`src/rtl/ram_port_arbiter_if.sv`:
```
//------------------------------------------------------------------------------
// Module   : ram_port_arbiter_if
// Brief    : Requester handshake and RAM pin bundle for ram_port_arbiter.
// Revision : 1.0 - initial release
//------------------------------------------------------------------------------
`default_nettype none

interface ram_port_arbiter_if #(
  parameter int ADDR_WIDTH = 8,
  parameter int DATA_WIDTH = 16
);
  logic                  Req0;
  logic                  Req1;
  logic                  We0;
  logic                  We1;
  logic [ADDR_WIDTH-1:0] Addr0;
  logic [ADDR_WIDTH-1:0] Addr1;
  logic [DATA_WIDTH-1:0] Wdata0;
  logic [DATA_WIDTH-1:0] Wdata1;
  logic                  Gnt0;
  logic                  Gnt1;
  logic                  Ack0;
  logic                  Ack1;
  logic [DATA_WIDTH-1:0] Rdata;
  logic                  Busy;
  logic [ADDR_WIDTH-1:0] Ram_Addr;
  logic [DATA_WIDTH-1:0] Ram_Din;
  logic                  Ram_We;
  logic                  Ram_Re;
  logic [DATA_WIDTH-1:0] Ram_Dout;

  modport slave (
    input  Req0, Req1, We0, We1, Addr0, Addr1, Wdata0, Wdata1, Ram_Dout,
    output Gnt0, Gnt1, Ack0, Ack1, Rdata, Busy, Ram_Addr, Ram_Din, Ram_We, Ram_Re
  );

  modport master (
    output Req0, Req1, We0, We1, Addr0, Addr1, Wdata0, Wdata1, Ram_Dout,
    input  Gnt0, Gnt1, Ack0, Ack1, Rdata, Busy, Ram_Addr, Ram_Din, Ram_We, Ram_Re
  );
endinterface

`default_nettype wire

```
`src/rtl/ram_port_arbiter.sv`:
```
//------------------------------------------------------------------------------
// Module   : ram_port_arbiter
// Brief    : Two-port arbiter (CPU / loader) in front of a single-port RAM.
//            Define ARB_ROUND_ROBIN_EN for round-robin, else port 0 wins ties.
// Revision : 1.0 - initial release
//------------------------------------------------------------------------------
`default_nettype none

module ram_port_arbiter #(
  parameter int ADDR_WIDTH = 8,
  parameter int DATA_WIDTH = 16,
  parameter int RD_LAT     = 1
) (
  input  logic                Clk,
  input  logic                Reset,
  ram_port_arbiter_if.slave   bus
);

  typedef enum logic [1:0] {
    S_IDLE   = 2'd0,
    S_ACCESS = 2'd1,
    S_WAIT   = 2'd2,
    S_DONE   = 2'd3
  } state_t;

  localparam logic [2:0] LAT_LOAD = 3'(RD_LAT - 1);

  state_t                state_q;
  logic                  sel_q;
  logic                  we_q;
  logic [2:0]            cnt_q;
  logic                  gnt0_q;
  logic                  gnt1_q;
  logic                  ack0_q;
  logic                  ack1_q;
  logic                  busy_q;
  logic                  ram_we_q;
  logic                  ram_re_q;
  logic [ADDR_WIDTH-1:0] ram_addr_q;
  logic [DATA_WIDTH-1:0] ram_din_q;
  logic [DATA_WIDTH-1:0] rdata_q;
  logic                  win_d;
  logic                  sel_we_d;

`ifdef ARB_ROUND_ROBIN_EN
  logic rr_q;

  // rr_q names the preferred port; it only matters when both ports request.
  always_comb begin
    win_d = bus.Req1;
    if (bus.Req0 && bus.Req1) win_d = rr_q;
  end
`else
  always_comb begin
    win_d = bus.Req1 & ~bus.Req0;
  end
`endif

  always_comb begin
    sel_we_d = win_d ? bus.We1 : bus.We0;
  end

  always_ff @(posedge Clk) begin
    if (Reset) begin
      state_q    <= S_IDLE;
      sel_q      <= 1'b0;
      we_q       <= 1'b0;
      cnt_q      <= 3'd0;
      gnt0_q     <= 1'b0;
      gnt1_q     <= 1'b0;
      ack0_q     <= 1'b0;
      ack1_q     <= 1'b0;
      busy_q     <= 1'b0;
      ram_we_q   <= 1'b0;
      ram_re_q   <= 1'b0;
      ram_addr_q <= '0;
      ram_din_q  <= '0;
      rdata_q    <= '0;
`ifdef ARB_ROUND_ROBIN_EN
      rr_q       <= 1'b0;
`endif
    end else begin
      gnt0_q   <= 1'b0;
      gnt1_q   <= 1'b0;
      ack0_q   <= 1'b0;
      ack1_q   <= 1'b0;
      ram_we_q <= 1'b0;
      ram_re_q <= 1'b0;
      case (state_q)
        S_IDLE: begin
          if (bus.Req0 || bus.Req1) begin
            sel_q      <= win_d;
            we_q       <= sel_we_d;
            ram_addr_q <= win_d ? bus.Addr1 : bus.Addr0;
            ram_din_q  <= win_d ? bus.Wdata1 : bus.Wdata0;
            ram_we_q   <= sel_we_d;
            ram_re_q   <= !sel_we_d;
            gnt0_q     <= !win_d;
            gnt1_q     <= win_d;
            busy_q     <= 1'b1;
            state_q    <= S_ACCESS;
`ifdef ARB_ROUND_ROBIN_EN
            rr_q       <= !win_d;
`endif
          end
        end
        S_ACCESS: begin
          if (we_q) begin
            ack0_q  <= !sel_q;
            ack1_q  <= sel_q;
            state_q <= S_DONE;
          end else begin
            cnt_q   <= LAT_LOAD;
            state_q <= S_WAIT;
          end
        end
        S_WAIT: begin
          if (cnt_q == 3'd0) begin
            rdata_q <= bus.Ram_Dout;
            ack0_q  <= !sel_q;
            ack1_q  <= sel_q;
            state_q <= S_DONE;
          end else begin
            cnt_q <= cnt_q - 3'd1;
          end
        end
        S_DONE: begin
          busy_q  <= 1'b0;
          state_q <= S_IDLE;
        end
        default: state_q <= S_IDLE;
      endcase
    end
  end

  assign bus.Gnt0     = gnt0_q;
  assign bus.Gnt1     = gnt1_q;
  assign bus.Ack0     = ack0_q;
  assign bus.Ack1     = ack1_q;
  assign bus.Rdata    = rdata_q;
  assign bus.Busy     = busy_q;
  assign bus.Ram_Addr = ram_addr_q;
  assign bus.Ram_Din  = ram_din_q;
  assign bus.Ram_We   = ram_we_q;
  assign bus.Ram_Re   = ram_re_q;

endmodule

`default_nettype wire

```
`src/flat_wrapper.sv`:
```
// flat-port wrapper written by rule: the top's interface ports become plain ports
module ram_port_arbiter_flat 
#(
  parameter int ADDR_WIDTH = 8,
  parameter int DATA_WIDTH = 16,
  parameter int RD_LAT     = 1
)
  (Clk, Reset, bus_Req0, bus_Req1, bus_We0, bus_We1, bus_Addr0, bus_Addr1, bus_Wdata0, bus_Wdata1, bus_Ram_Dout, bus_Gnt0, bus_Gnt1, bus_Ack0, bus_Ack1, bus_Rdata, bus_Busy, bus_Ram_Addr, bus_Ram_Din, bus_Ram_We, bus_Ram_Re);
  ram_port_arbiter_if #(.ADDR_WIDTH(ADDR_WIDTH), .DATA_WIDTH(DATA_WIDTH)) bus_i ();
  input  logic Clk;
  input  logic Reset;
  input wire logic [$bits(bus_i.Req0)-1:0] bus_Req0;
  input wire logic [$bits(bus_i.Req1)-1:0] bus_Req1;
  input wire logic [$bits(bus_i.We0)-1:0] bus_We0;
  input wire logic [$bits(bus_i.We1)-1:0] bus_We1;
  input wire logic [$bits(bus_i.Addr0)-1:0] bus_Addr0;
  input wire logic [$bits(bus_i.Addr1)-1:0] bus_Addr1;
  input wire logic [$bits(bus_i.Wdata0)-1:0] bus_Wdata0;
  input wire logic [$bits(bus_i.Wdata1)-1:0] bus_Wdata1;
  input wire logic [$bits(bus_i.Ram_Dout)-1:0] bus_Ram_Dout;
  output wire logic [$bits(bus_i.Gnt0)-1:0] bus_Gnt0;
  output wire logic [$bits(bus_i.Gnt1)-1:0] bus_Gnt1;
  output wire logic [$bits(bus_i.Ack0)-1:0] bus_Ack0;
  output wire logic [$bits(bus_i.Ack1)-1:0] bus_Ack1;
  output wire logic [$bits(bus_i.Rdata)-1:0] bus_Rdata;
  output wire logic [$bits(bus_i.Busy)-1:0] bus_Busy;
  output wire logic [$bits(bus_i.Ram_Addr)-1:0] bus_Ram_Addr;
  output wire logic [$bits(bus_i.Ram_Din)-1:0] bus_Ram_Din;
  output wire logic [$bits(bus_i.Ram_We)-1:0] bus_Ram_We;
  output wire logic [$bits(bus_i.Ram_Re)-1:0] bus_Ram_Re;
  assign bus_i.Req0 = bus_Req0;
  assign bus_i.Req1 = bus_Req1;
  assign bus_i.We0 = bus_We0;
  assign bus_i.We1 = bus_We1;
  assign bus_i.Addr0 = bus_Addr0;
  assign bus_i.Addr1 = bus_Addr1;
  assign bus_i.Wdata0 = bus_Wdata0;
  assign bus_i.Wdata1 = bus_Wdata1;
  assign bus_i.Ram_Dout = bus_Ram_Dout;
  assign bus_Gnt0 = bus_i.Gnt0;
  assign bus_Gnt1 = bus_i.Gnt1;
  assign bus_Ack0 = bus_i.Ack0;
  assign bus_Ack1 = bus_i.Ack1;
  assign bus_Rdata = bus_i.Rdata;
  assign bus_Busy = bus_i.Busy;
  assign bus_Ram_Addr = bus_i.Ram_Addr;
  assign bus_Ram_Din = bus_i.Ram_Din;
  assign bus_Ram_We = bus_i.Ram_We;
  assign bus_Ram_Re = bus_i.Ram_Re;
  ram_port_arbiter #(.ADDR_WIDTH(ADDR_WIDTH), .DATA_WIDTH(DATA_WIDTH), .RD_LAT(RD_LAT)) u_core (.Clk(Clk), .Reset(Reset), .bus(bus_i));
endmodule
```
`config.mk`:
```
export PLATFORM = sky130hd
export DESIGN_NAME = ram_port_arbiter_flat
export DESIGN_NICKNAME = d
export VERILOG_FILES = /design/src/rtl/ram_port_arbiter_if.sv /design/src/rtl/ram_port_arbiter.sv /design/src/flat_wrapper.sv
export SDC_FILE = /design/constraint.sdc
export NUM_CORES = 1
export LEC_CHECK = 0
export ABC_AREA = 0
export BUFFER_PORTS_ARGS = -buffer_cell sky130_fd_sc_hd__buf_4
export CORE_MARGIN = 5
export CORE_UTILIZATION = 47
export CTS_BUF_LIST = sky130_fd_sc_hd__clkbuf_16
export DETAILED_ROUTE_END_ITERATION = 6
export MAX_ROUTING_LAYER = met4
export PLACE_DENSITY = 0.8
export SYNTH_ARGS = -nofsm -noshare
export SYNTH_HDL_FRONTEND = slang
export SYNTH_SLANG_ARGS = --single-unit
export TNS_END_PERCENT = 50
```
`constraint.sdc`:
```
create_clock -name Clk -period 2.7 [get_ports Clk]
set_input_delay 0.27 -clock Clk [delete_from_list [all_inputs] [get_ports Clk]]
set_output_delay 0.27 -clock Clk [all_outputs]
set_load 0.05 [all_outputs]
```
## Word level (Yosys, flattened, before mapping)

Cells that the tools add are included.
W data, S select, Z words.

| cells by class | value |
|---|---|
| $add $sub $neg | 1 |
| equality and inequality tests | 7 |
| reductions and logical operators | 14 |
| bitwise operators | 4 |
| muxes and demuxes | 18 |

Operators with widths:

| operator | count |
|---|---|
| $mux W16 | 1 |
| $mux W8 | 1 |
| $pmux W2 S4 | 1 |
| $reduce_and A2 Y1 | 4 |
| $mux W1 | 7 |
| $mux W3 | 2 |
| $pmux W1 S2 | 3 |
| $pmux W3 S2 | 1 |
| $eq A2 B2 Y1 const B | 2 |
| $mux W2 | 2 |
| $ne A2 B1 Y1 const B | 2 |
| $ne A2 B2 Y1 const B | 2 |
| $reduce_bool A2 Y1 | 2 |
| $logic_not A1 Y1 | 3 |
| $logic_not A3 Y1 | 1 |
| $not A1 Y1 | 3 |
| $reduce_and A3 Y1 | 1 |
| $reduce_or A3 Y1 | 1 |
| $sub A3 B1 Y3 const B | 1 |
| $eq A2 B1 Y1 const B | 1 |
| $logic_not A2 Y1 | 1 |
| $and A1 B1 Y1 | 1 |
| $logic_or A1 B1 Y1 | 1 |

| storage, ports and cells | value |
|---|---|
| bits in registers | 54 |
| output and inout port bits | 47 |

## Logic depth before layout (Yosys ltp)

Gate-level depths: netlist of the first run.

| depth | value |
|---|---|
| depth in word-level cells | 4 |
| mapped depth | 8 |
| depth with buffers taken out | 6 |

## Worst setup path before layout of the first run

OpenSTA, ideal clock, no wires.

| path | value |
|---|---|
| path kind | register to register |
| start | register u_core.state_q[0] |
| end | register u_core.ram_addr_q[3] (netlist: u_core.bus.Ram_Addr[3]) |
| path slack | 1,119 ps |
| data required time | 2,578 ps |
| setup time | 122 ps |
| arrival | 1,459 ps |
| cell stages (with the launch flop) | 7 |
| period minus slack after synthesis | 1,581 ps |
| buffers on the path | 1 |
| path through | dfxtp_1 > inv_1 > ha_1 > and3b_1 > clkbuf_1 > and2_1 > a221o_1 |

| between the ends | value |
|---|---|
| word-level cells in the longest chain between the ends | 2 |

RTL lines:

| item | RTL line | RTL |
|---|---|---|
| start, declared | ram_port_arbiter.sv:28 | `state_t state_q;` |
| start signal, assigned | ram_port_arbiter.sv:65 | `state_q <= S_IDLE;` |
| start signal, assigned | ram_port_arbiter.sv:101 | `state_q <= S_ACCESS;` |
| start signal, assigned | ram_port_arbiter.sv:111 | `state_q <= S_DONE;` |
| $logic_not A2 Y1 | ram_port_arbiter.sv:89 | `case (state_q)` |
| $reduce_and A2 Y1 (no source line) | n/a |  |
| end signal, assigned | ram_port_arbiter.sv:94 | `ram_addr_q <= win_d ? bus.Addr1 : bus.Addr0;` |
| end, declared | ram_port_arbiter.sv:39 | `logic [ADDR_WIDTH-1:0] ram_addr_q;` |

Every way passes these cells.
A chain may end at the register's enable or synchronous reset.

## Final worst setup path of the first run

| path | value |
|---|---|
| start | register u_core.state_q[0] |
| end | register u_core.ram_addr_q[6] (netlist: u_core.bus.Ram_Addr[6]) |

Same word-level chain as after synthesis.

==> metrics.md, run 1 <==
| Metric | Value |
|---|---|
| RR Endpoint | u_core.bus.Ram_Addr[6] |
| R2R Path Start | u_core.state_q[0] |
| Post-synthesis instance total | 216 |
| WL/cell | 14.7 um |
| Final period util | 67.7% |
| Hold Fails Final Rpt | 0 |
| Core Util, Final | 71.7% |
| Clock latency on the worst-skew pair | 0.28 ns |
| Max cap viols | 0 |
| Normalized max-slew margin | 56.8% |
| Hold crit path type | primary input to register |
| Synth area leaders | dfxtp_1 51%, a221o_1 11%, and2_1 7.7% |
| Max clock buf depth | 2 |
| Share of layout cells above drive strength 1 | 39.0% |
| I/O Buffers | 116 |
| Top Ports | 117 |
| Cts repair resizes | 0 |
| Syn_nets | 292 |
| Fmax | 547 MHz |
| Register bit total from synthesis | 54 |
| Cell Rows | 24 |
| Type of origin of the critical path | register |
| Crit. End Element | register |
| Grt total ovfl | 0 |
| Die height | 77.1 um |
| Max VDD drop | 0.538 mV |
| Layout fillers | 357 |
| Sequential-to-total area share from yosys stat | 51.0% |
| DR iter-0 viols | 105 |
| Internal reg-to-reg setup slack | 0.87 ns |
| Final Instance Count excl. Fillers | 380 |
| Slew Viols, Final | 0 |
| Hold Crit Depth | 2 |
| CTS clk-pin slew, worst paths | 0.07 ns |
| Antenna cell count | 0 |
| CTS buffer count | 5 |
| Placeable core region | 4350 um2 |
| Vias/cell | 5.08 |
| Ys Warns | 0 |
| Total Neg Setup Slack | 0 ns |
| Clock Sinks | 54 |
| Routed Antenna Nets | 0 |
| Area Growth Syn to Fin | 47.4% |
| Hold Path Sink | u_core.bus.Ram_Addr[2] |
| LEAKAGE | 0.00146 uW |
| Pin count of the biggest net entering global routing | 31 |
| Max H-tree Level | 2 |
| Final Power | 3160 uW |
| DR vias | 1929 |
| Worst-Margin Slew | 0.649 ns |
| Mapped Area | 2120 um2 |
| Count leader, synth | dfxtp_1 |
| Mapped Avg Cell Area | 9.81 um2 |
| RSZ-0062 raised after global routing | no |
| Slowest cell on the critical path | and3b_1 |
| Critical Path Source | u_core.state_q[0] |
| Synth async-reset ratio | 0% |
| Final wirelength | 5580 um |
| Placed Cells | 372 |
| CTS tree | built |
| Net count, final | 403 |
| FF-to-FF path depth | 5 |
| DRC errors left | 0 |
| Place WS | 0.844 ns |
| Worst Path Required | 2.87 ns |
| Placer congestion estimate | 0.742 |
| Largest stage delay on the critical path | 0.42 ns |
| Top FF cell, synth | dfxtp_1 |
| HPWL after detailed placement | 4180 um |
| CP Class | register to register |
| PD cells | 1010 nW/um2 |
| Outcome | finished, final reports clean |
| Effective utilization at floorplan | 48.6% |
| Setup ws final | 0.871 ns |
| Largest area contributor in the netlist | dfxtp_1 |
| Clock root buffer | clkbuf_16 |
| Worst-path cell chain | inv_1, ha_1, and3b_1, and2_1, a221o_1 |
| Post-synth EDFFs | 0 |
| Yosys cell types | 29 |
| Vias in the first global route | 1898 |
| Hold-fix buffers, CTS | 0 |
| Skew final | 0.00522 ns |
| Synth top cells by count | 54 x dfxtp_1, 35 x nand2_1, 26 x and2_1 |
| Area share of the leading cell type in the synthesized netlist | 51.0% |
| Post-CTS setup buffers | 0 |
| Chip Width | 77.1 um |
| Crit-path max FO | 25 |
| Initial antenna violation count | 0 |
| Min-delay src | bus_Addr1[2] |
| Final Setup Violations | 0 |
| Final min period | 1.83 ns |
| Die area | 5950 um2 |
| First-pass GRT wire length | 9170 um |
| Drt pass-1 iters | 4 |
| WP data arrival | 2.00 ns |
| Total GRT Usage | 19.0% |
[critical path, delay by kind of cell (launching register included)]
family	cells	cell delay (ns)
fa+ha+maj	1	0.27
buf+inv	1	0.10
compound gates	1	0.26
flops	1	0.38
simple gates	2	0.70
[stage by stage]
step | hold WS (ns) | instance area, um2
detailed placement | 0.436 | 2990
finish | 0.206 | 3120
global route | 0.194 | 3120
floorplan | 0.406 | 2120
global placement | 0.436 | 2990
CTS | 0.203 | 3120
[state kept, by name, indices dropped and copies added (netlist names)]
name and flops:
u_core.bus.Ack0 1, u_core.bus.Ack1 1, u_core.bus.Busy 1, u_core.bus.Gnt0 1, u_core.bus.Gnt1 1, u_core.bus.Ram_Addr 8, u_core.bus.Ram_Din 16, u_core.bus.Ram_Re 1
u_core.bus.Ram_We 1, u_core.bus.Rdata 16, u_core.cnt_q 3, u_core.sel_q 1, u_core.state_q 2, u_core.we_q 1
[report_power, final]
group | switching [uW] | internal [uW] | leakage, uW
Combinational | 968 | 486 | 0.000948
Sequential | 112 | 990 | 0.000442
Clock | 264 | 336 | 0.0000724
Total | 1340 | 1810 | 0.00146
[worst max path at each step]
stage,to,slack [ns],depth (start not counted)
floorplan,u_core.bus.Ram_Addr[3],1.12,6
global placement,u_core.bus.Ram_Addr[6],0.91,5
detailed placement,u_core.bus.Ram_Addr[6],0.84,5
CTS,u_core.bus.Ram_Addr[6],0.84,5
global route,u_core.bus.Ram_Din[6],0.71,5
finish,u_core.bus.Ram_Addr[6],0.87,5
[per-layer routing]
layer | track usage, % | vias to the layer above | part of all wire, %
met5 | - | - | 0
met4 | 7.04 | 0 | 1.8
met3 | 4.68 | 8 | 6.6
met2 | 30.3 | 65 | 51
met1 | 23.2 | 875 | 41
li1 | - | 981 | -
[cells in the final DEF (no fill, tap or decap), types with 3 or more instances in the layout]
master / count
a21o_1: 3
a21oi_1: 18
a221o_1: 24
and2_1: 26
buf_4: 117
clkbuf_16: 5
dfxtp_1: 54
ha_1: 6
inv_1: 7
nand2_1: 35
nand2b_1: 7
o32ai_1: 3
or2_2: 3
[cell families (layout without fill, tap and decap cells)]
family	count (synthesis)	count (layout)	synth area share, %
flip-flops	54	54	51.0
AO/OA/AOI/OAI	54	54	20.0
adder cells (fa/ha/maj)	6	6	3.54
buffers and inverters	19	131	4.78
multiplexers	1	1	0.473
AND/OR/NAND/NOR	82	82	20.1
[final cells by class]
cell class / count / area (um2) / area share, %
Timing Repair Buffer: 117 / 878 / 28.1
Clock inverter: 3 / 12.5 / 0.401
Clock buffer: 5 / 125 / 4.01
Sequential cell: 54 / 1080 / 34.6
Inverter: 6 / 22.5 / 0.721
Multi-Input combinational cell: 143 / 938 / 30.0
Tap cell: 52 / 65.1 / 2.08
No activity file was read; power rests on OpenSTA's default activity.
==> run 2: changes to the inputs <==
--- a/config.mk
+++ b/config.mk
@@ -8,11 +8,11 @@
 export ABC_AREA = 0
 export BUFFER_PORTS_ARGS = -buffer_cell sky130_fd_sc_hd__buf_4
 export CORE_MARGIN = 5
-export CORE_UTILIZATION = 47
+export CORE_UTILIZATION = 39
 export CTS_BUF_LIST = sky130_fd_sc_hd__clkbuf_16
 export DETAILED_ROUTE_END_ITERATION = 6
 export MAX_ROUTING_LAYER = met4
-export PLACE_DENSITY = 0.8
+export PLACE_DENSITY = 0.7
 export SYNTH_ARGS = -nofsm -noshare
 export SYNTH_HDL_FRONTEND = slang
 export SYNTH_SLANG_ARGS = --single-unit
==> constraint.sdc (replaced) <==
create_clock -name Clk -period 1.65 [get_ports Clk]
set_input_delay 0.165 -clock Clk [delete_from_list [all_inputs] [get_ports Clk]]
set_output_delay 0.165 -clock Clk [all_outputs]
set_load 0.05 [all_outputs]
==> run 2 against run 1 <==
  * Critical path depth is 1 higher
  * Die area is 18% higher
  * Sequential share of layout area is 2.1 points lower
  * Via count is 2.6% higher
  * Utilization is 7.6 points lower
  * Sequential power is 63% higher
  * Non-clock buffer count is 10 higher
==> metrics.md, run 2 (synthesis results as in run 1) <==
| Metric | Value |
|---|---|
| Clock latency on the worst-skew pair | 0.28 ns (about the same) |
| Busiest grt layer | met2 |
| Cell Rows | 26 (+8.3%) |
| Max VDD drop | 1.04 mV (+93%) |
| Crit-path max FO | 4 (-84%) |
| Slowest cell on the critical path | a2111oi_2 |
| R2R Path Start | u_core.state_q[0] |
| DR iter-0 viols | 72 (-31%) |
| CTS buffer count | 5 (unchanged) |
| Placeable core region | 5200 um2 (+20%) |
| Max H-tree Level | 2 (unchanged) |
| Net count, final | 415 (+3.0%) |
| Final wirelength | 6000 um (+7.4%) |
| Final Instance Area | 3340 um2 (+6.9%) |
| Vias/cell | 4.83 (-4.9%) |
| Type of origin of the critical path | register |
| Placer congestion estimate | 0.756 (+1.8%) |
| Die area | 7010 um2 (+18%) |
| Clock root buffer | clkbuf_16 |
| Normalized max-slew margin | 72.7% (+16 points) |
| Met3 global-route usage | 4.15% (-0.54 points) |
| Drt pass-1 iters | 4 (unchanged) |
| Hold-fix buffers, CTS | 0 (unchanged) |
| Final period util | 96.8% (+29 points) |
| Pin count of the biggest net entering global routing | 28 (-9.7%) |
| WP data arrival | 1.77 ns (-0.23 ns) |
| Critical Path Stages | 6 (+1) |
| Skew final | 0.00302 ns (-0.00221 ns) |
| WL/cell | 14.6 um (-0.43%) |
| LEAKAGE | 0.00155 uW (+6.1%) |
| Total GRT Usage | 16.0% (-3.0 points) |
| Internal reg-to-reg setup slack | 0.05 ns (-0.82 ns) |
| Worst-path cell chain | inv_1, buf_4, ha_1, nor2b_1, a21o_1, a2111oi_2 |
| Max cap viols | 0 (unchanged) |
| Worst-Margin Slew | 0.408 ns (-0.240 ns) |
| Area Growth Syn to Fin | 57.5% |
| Delay-heaviest family, CP | compound AO/OA/AOI/OAI gates |
| HPWL after detailed placement | 4130 um (-1.1%) |
| Antenna cell count | 0 (unchanged) |
| Critical path buffers and inverters | 2 (+1) |
| Post-CTS setup buffers | 0 (unchanged) |
| FF-to-FF path depth | 6 (+1) |
| Met2 usage | 24.6% (-5.7 points) |
| Chip Width | 83.7 um (+8.5%) |
| DR vias | 1980 (+2.6%) |
| Fmax | 626 MHz (+14%) |
| Hold crit path type | primary input to register |
| I/O Buffers | 116 (unchanged) |
| RR Endpoint | u_core.state_q[0] |
| Effective utilization at floorplan | 40.7% (-8.0 points) |
| DRC errors left | 0 (unchanged) |
| Crit. End Element | register |
| Core Util, Final | 64.1% (-7.6 points) |
| Die height | 83.7 um (+8.5%) |
| CP Class | register to register |
| Place WS | -0.262 ns (-1.11 ns) |
| Final Power | 5770 uW (+83%) |
| Setup ws final | 0.0524 ns (-0.819 ns) |
| Worst setup endpoint | u_core.state_q[0] |
| Hold Fails Final Rpt | 0 (unchanged) |
| Met1 Use GR | 20.8% (-2.4 points) |
| Grt total ovfl | 0 (unchanged) |
| Most frequent cells in the layout | 123 x buf_4, 52 x dfxtp_1, 35 x nand2_1, 25 x and2_1, 24 x a221o_1 |
| Placed instance area | 3080 um2 (+3.0%) |
| Outcome | finished, final reports clean |
| Vias in the first global route | 1852 (-2.4%) |
| Critical Path Source | u_core.state_q[0] |
| CTS clk-pin slew, worst paths | 0.07 ns (about the same) |
| Share of layout cells above drive strength 1 | 43.5% (+4.5 points) |
| Routed Antenna Nets | 0 (unchanged) |
| Slew Viols, Final | 0 (unchanged) |
| Worst Path Required | 1.82 ns (-1.05 ns) |
| First-pass GRT wire length | 9120 um (-0.53%) |
| CTS tree | built |
| Initial antenna violation count | 0 (unchanged) |
| Final Setup Violations | 0 (unchanged) |
| Commonest non-fill, non-tap cell in the layout | buf_4 |
| Top Ports | 117 (unchanged) |
| RSZ-0062 raised after global routing | yes |
| Max clock buf depth | 2 (unchanged) |
| Largest stage delay on the critical path | 0.38 ns (-0.04 ns) |
| Final min period | 1.60 ns (-0.231 ns) |
| PD cells | 1730 nW/um2 (+71%) |
| Clock Sinks | 54 (unchanged) |
## run 2: cell count changes in the layout (fill, tap and decap cells not counted), sizes merged
cell    change
buf        +10
bufinv      +2
clkinv      -1
inv         -1
nor2        +1
nor2b       +1
## run 2: how the worst min path moves through the flow
stage,start,endpoint,slack [ns],depth (start not counted)
after floorplan,bus_Ram_Dout[0],u_core.bus.Rdata[0],0.30,2
after global placement,bus_Addr1[1],u_core.bus.Ram_Addr[1],0.39,2
after detailed placement,bus_Wdata1[4],u_core.bus.Ram_Din[4],0.39,2
after CTS,bus_Addr1[1],u_core.bus.Ram_Addr[1],0.09,2
after global routing,bus_Wdata1[13],u_core.bus.Ram_Din[13],0.09,2
final,bus_Addr1[1],u_core.bus.Ram_Addr[1],0.1,2
## run 2: worst register-to-register path, stage by stage (launching register included)
cell and delay [ns]:
dfxtp_2 0.33, inv_1 0.05, buf_4 0.14, ha_1 0.22
nor2b_1 0.16, a21o_1 0.19, a2111oi_2 0.38
## run 2: per-layer routing
metal	vias to the layer above	routed length, um
li1	1007	-
met1	910	2810
met2	59	2820
met3	4	316
met4	0	57
met5	-	0
## run 2: what timing repair did
item	CTS	global route
gates resized for setup	4	14
endpoints found under the setup margin	27	41
pin swaps	1	2
gates cloned	0	4
## run 2: cell type report
class,count,area [um2]
tap,70,87.6
timing repair buffer,127,968
sequential,54,1080
inverter,6,22.5
multi-input combinational,145,981
clock inverter,3,68.8
fill,463,1870
clock buffer,5,125
## run 2: per-stage QoR
stage / setup TNS, ns / hold slack (ns) / std cells
detailed placement: -6.36 / 0.393 / 399
floorplan: 0 / 0.301 / 216
global route: -0.0240 / 0.0918 / 410
global placement: -5.65 / 0.388 / 399
CTS: 0 / 0.0886 / 407
finish: 0 / 0.0966 / 410
## run 2: power breakdown
part           internal (uW)  total, uW  switching [uW]
clock network            871       1330             459
logic                    961       2660            1700
registers               1620       1790             163
total                   3460       5770            2320
